<file path="src/rtl/gray_code_source.sv">
// gray_code_source: modulo-16 up/down counter driven by two debounced push
// buttons plus a direct synchronous load, presented as both a registered
// Gray code and the matching registered binary count.
module gray_code_source #(
    parameter int unsigned DEBOUNCE_CYCLES = 270000
) (
    input  logic       clk,
    input  logic       rst,
    input  logic       btn_up,
    input  logic       btn_down,
    input  logic       load,
    input  logic [3:0] load_value,
    output logic [3:0] gray_code,
    output logic [3:0] binary_code,
    output logic       step
);

    // Stability counter must be able to hold DEBOUNCE_CYCLES-1.
    localparam int unsigned CW = $clog2(DEBOUNCE_CYCLES + 1);
    localparam logic [CW-1:0] CNT_LAST = CW'(DEBOUNCE_CYCLES - 1);

    // Index 0 is the up button, index 1 the down button.
    logic          btn_raw   [2];
    logic          sync1_q   [2];
    logic          sync1_d   [2];
    logic          sync2_q   [2];
    logic          sync2_d   [2];
    logic          acc_q     [2];
    logic          acc_d     [2];
    logic          acc_dly_q [2];
    logic          acc_dly_d [2];
    logic [CW-1:0] cnt_q     [2];
    logic [CW-1:0] cnt_d     [2];
    logic          press     [2];

    assign btn_raw[0] = btn_up;
    assign btn_raw[1] = btn_down;

    genvar gi;
    generate
        for (gi = 0; gi < 2; gi++) begin : g_btn
            // Synchronizer, debouncer and edge detector next-state logic.
            always_comb begin
                sync1_d[gi]   = btn_raw[gi];
                sync2_d[gi]   = sync1_q[gi];
                acc_d[gi]     = acc_q[gi];
                cnt_d[gi]     = '0;
                acc_dly_d[gi] = acc_q[gi];
                // Count only while the synchronized level disagrees with the
                // accepted one; any return to the accepted level restarts.
                if (sync2_q[gi] != acc_q[gi]) begin
                    if (cnt_q[gi] == CNT_LAST) begin
                        acc_d[gi] = sync2_q[gi];
                        cnt_d[gi] = '0;
                    end else begin
                        cnt_d[gi] = cnt_q[gi] + 1'b1;
                    end
                end
            end

            // Per-button state registers, all cleared by reset.
            always_ff @(posedge clk) begin
                if (rst) begin
                    sync1_q[gi]   <= 1'b0;
                    sync2_q[gi]   <= 1'b0;
                    acc_q[gi]     <= 1'b0;
                    acc_dly_q[gi] <= 1'b0;
                    cnt_q[gi]     <= '0;
                end else begin
                    sync1_q[gi]   <= sync1_d[gi];
                    sync2_q[gi]   <= sync2_d[gi];
                    acc_q[gi]     <= acc_d[gi];
                    acc_dly_q[gi] <= acc_dly_d[gi];
                    cnt_q[gi]     <= cnt_d[gi];
                end
            end

            // Rising edge of the accepted level only; releases are ignored.
            assign press[gi] = acc_q[gi] & ~acc_dly_q[gi];
        end
    endgenerate

    logic [3:0] bin_q;
    logic [3:0] bin_d;
    logic [3:0] gray_q;
    logic [3:0] gray_d;
    logic       step_q;
    logic       step_d;

    // Count update: load beats presses, simultaneous presses cancel.
    always_comb begin
        bin_d  = bin_q;
        step_d = 1'b0;
        if (load) begin
            bin_d  = load_value;
            step_d = 1'b1;
        end else if (press[0] && !press[1]) begin
            bin_d  = bin_q + 4'd1;
            step_d = 1'b1;
        end else if (press[1] && !press[0]) begin
            bin_d  = bin_q - 4'd1;
            step_d = 1'b1;
        end
        // Gray is taken from the next binary value so both always agree.
        gray_d = bin_d ^ (bin_d >> 1);
    end

    // Output registers.
    always_ff @(posedge clk) begin
        if (rst) begin
            bin_q  <= 4'd0;
            gray_q <= 4'd0;
            step_q <= 1'b0;
        end else begin
            bin_q  <= bin_d;
            gray_q <= gray_d;
            step_q <= step_d;
        end
    end

    assign binary_code = bin_q;
    assign gray_code   = gray_q;
    assign step        = step_q;

endmodule
</file>
<file path="config.mk">
export PLATFORM = sky130hd
export DESIGN_NAME = gray_code_source
export DESIGN_NICKNAME = d
export VERILOG_FILES = /design/src/rtl/gray_code_source.sv
export SDC_FILE = /design/constraint.sdc
export NUM_CORES = 1
export LEC_CHECK = 0
export CAP_MARGIN = 20
export CORE_MARGIN = 2
export CORE_UTILIZATION = 50
export DETAILED_ROUTE_END_ITERATION = 7
export PLACE_DENSITY = 0.73
export SYNTH_ARGS = -nofsm -noshare
export SYNTH_HDL_FRONTEND = slang
export SYNTH_SLANG_ARGS = --single-unit
</file>
<file path="constraint.sdc">
create_clock -name clk -period 2.3 [get_ports clk]
set_input_delay 0.345 -clock clk [delete_from_list [all_inputs] [get_ports clk]]
set_output_delay 0.345 -clock clk [all_outputs]
set_load 0.005 [all_outputs]
</file>
==> impl_metrics.py <==
metrics = {
    "run_status": {
        "status": "completed",
    },
    "global_route": {
        "grt_pass1_vias": 1443,
        "grt_pass1_wl_mm": 6.285,
        "grt_usage_pct": 14.93,
        "antenna_found_initial": 0,
        "grt_max_degree": 20,
        "grt_overflow": 0,
    },
    "routing": {
        "drtIter0Drc": 67,
        "viasPerCell": 5.083,
        "wl_mm": 3.769,
        "antenna_left": 0,
        "drtPass1Iterations": 4,
        "wl_per_cell_um": 11.18,
        "dr_total_vias": 1713,
        "drc_errors": 0,
    },
    "placement": {
        "io_buffers": 17,
        "dp_hpwl_mm": 2.628,
        "place_area_um2": 2562,
        "place_congestion": 0.7703,
    },
    "sta": {
        "relSlewSlack_pct": 68.98,
        "rsz0062_at_grt": "no",
        "max_freq_ghz": 0.5174,
        "finClkSkew_ns": 0.007189,
        "hold-worst-slack_ns": 0.4462,
        "post-route-period-util_pct": 84.04,
        "finalHoldViolCount": 0,
        "slew_viol_final": 0,
        "tightestPinTransition_ns": 0.4614,
        "fin_crit_ns": 1.933,
        "setup_viol": 0,
        "setup_tns_ns": 0,
    },
    "finish": {
        "area_growth_pct": 14.39,
        "stdcell_area_um2": 2705,
        "multi_input_area_um2": 1187,
        "regArea_um2": 1081,
        "drive_above_1_share_pct": 3.887,
        "final_nets": 297,
        "fill_cells": 408,
        "diodes": 0,
    },
    "logic_synthesis": {
        "synth_seq_cells": 54,
        "ys_seq_area_share_pct": 45.71,
        "ys_types": 31,
        "netlist_area_um2": 2365,
        "yosys_warnings": 0,
        "avgSynthCellArea_um2": 8.957,
        "syn_nets": 279,
        "syn_inst": 264,
    },
    "floorplan": {
        "start_util_pct": 51.08,
        "die_h_um": 72.77,
        "num_io_pins": 18,
        "die-area_um2": 5295,
        "fp.dieW_um": 72.77,
        "row_count": 25,
        "core_um2": 4629,
    },
    "power": {
        "power_density_nw_per_um2": 666.9,
        "irDropWorstVdd_uv": 334.2,
        "leakage_nw": 0.9471,
        "power_mw": 1.804,
    },
    "clock_tree": {
        "path_clk_slew_ns": 0.10,
        "cts_made_buffers": 5,
        "cts_hold_buf": 0,
        "insertion_delay_ns": 0.30,
        "cts_setup_buffers": 0,
        "cts_tree": "done",
        "max-clock-path-buffers": 2,
        "post_cts_resized": 0,
        "root_buffer": "clkbuf_8",
        "htree_levels": 2,
        "clkSinkCount": 54,
    },
    "critical_path": {
        "path_max_fanout": 8,
        "arrival_ns": 2.14,
        "critPathMaxStageDelay_ns": 0.40,
        "start_kind": "flip-flop",
        "worstSetupPathType": "reg2reg",
        "crit_family": "compound AO/OA/AOI/OAI gates",
        "path_cells": "nand2b_1 -> inv_1 -> ha_1 -> and3b_1 -> o21a_1 -> o31ai_1 -> xor2_1 -> nor2_1",
        "crit_buf_inv": 1,
        "cp-end-kind": "flip-flop",
        "crit_required_ns": 2.51,
        "critPathSlowestCell": "o31ai_1",
    },
    "flow_run": {
        "cap_violations": 0,
    },
    "hold_path": {
        "hold_path_class": "reg2reg",
    },
}
## flip-flops by register name, indices dropped and copies added (netlist names)
signal       count
gray_code        4
binary_code      3
sync2_q          2
cnt_q           38
sync1_q          2
acc_dly_q        2
step             1
acc_q            2
## cells in the final DEF, fill, tap and decap left out, types with 11 or more instances in the layout
master / instances
clkdlybuf4s50_1: 17
nand3_1: 14
nor2_1: 51
dfxtp_1: 54
xor2_1: 19
nor3_1: 11
xnor2_1: 20
nand2_1: 13
## cells by family after synthesis
| family | share of synthesized area [%] |
|---|---|
| muxes | 0.8466 |
| DFF | 45.71 |
| and+or+nand+nor | 28.68 |
| buffers and inverters | 4.074 |
| AOI/OAI and AO/OA | 3.068 |
| adders and majority gates | 3.175 |
| xor gates and xnor gates | 14.44 |
## through the flow
step	worst slack (ns)	std cells	utilization, %
2_1_floorplan	0.5165	264	-
3_3_place_gp	0.4356	329	55.35
3_5_place_dp	0.3659	329	55.35
4_1_cts	0.3431	337	58.43
5_1_grt	0.1808	337	58.43
6_report	0.3672	337	58.43
## layout make-up
type / instances / area share, %
clock buffers: 6 / 3.053
clock inverters: 2 / 2.220
inverters: 9 / 1.249
multi-input cells: 192 / 43.89
flip-flops and latches: 54 / 39.96
well taps: 54 / 2.498
repair buffers: 20 / 7.123
## routing by layer
metal  GRT usage (%)  vias up  share of wire [%]
li1                -      918                  -
met1           19.79      774                 51
met2           23.84       16                 45
met3           4.144        5                2.8
met4           4.321        0               0.93
met5               0        -                  0
## worst paths after layout
path / slack (ns) / end / cells past startpoint / startpoint
setup / recovery: 0.37 / gray_code[1]$_SDFF_PP0_ / 8 / acc_q[0]$_SDFFE_PP0P_
setup reg to reg: 0.37 / gray_code[1]$_SDFF_PP0_ / 8 / acc_q[0]$_SDFFE_PP0P_
hold reg to reg: 0.45 / cnt_q[0][0]$_SDFF_PP0_ / 1 / cnt_q[0][0]$_SDFF_PP0_
hold / removal: 0.45 / cnt_q[0][0]$_SDFF_PP0_ / 1 / cnt_q[0][0]$_SDFF_PP0_
## power by group
group	switching, mW	internal [mW]
Clock	0.299	0.464
Sequential	0.00878	0.949
Combinational	0.0349	0.0489
Total	0.343	1.46
## cells in the mapped netlist, drive strengths merged
library cell,number,area share [%]
nand4,9,2.4
mux2i,2,0.85
xor2,19,7.0
or4b,1,0.42
nor3,11,2.3
nor2b,9,2.4
o31ai,1,0.32
inv,9,1.4
and3,7,1.9
o21a,2,0.63
a211o,1,0.37
nand2,13,2.1
xnor2,20,7.4
buf,6,2.2
nor4bb,1,0.42
a22oi,2,0.63
a21oi,3,0.63
nor2,51,8.1
clkbuf,3,0.48
nand3,14,3.0
and4,5,1.9
and2,3,0.79
or3,2,0.53
a2111o,1,0.48
nor4,5,1.3
dfxtp,54,46
and3b,2,0.74
nand2b,2,0.53
ha,6,3.2
Power figures use the tool's default switching activity.
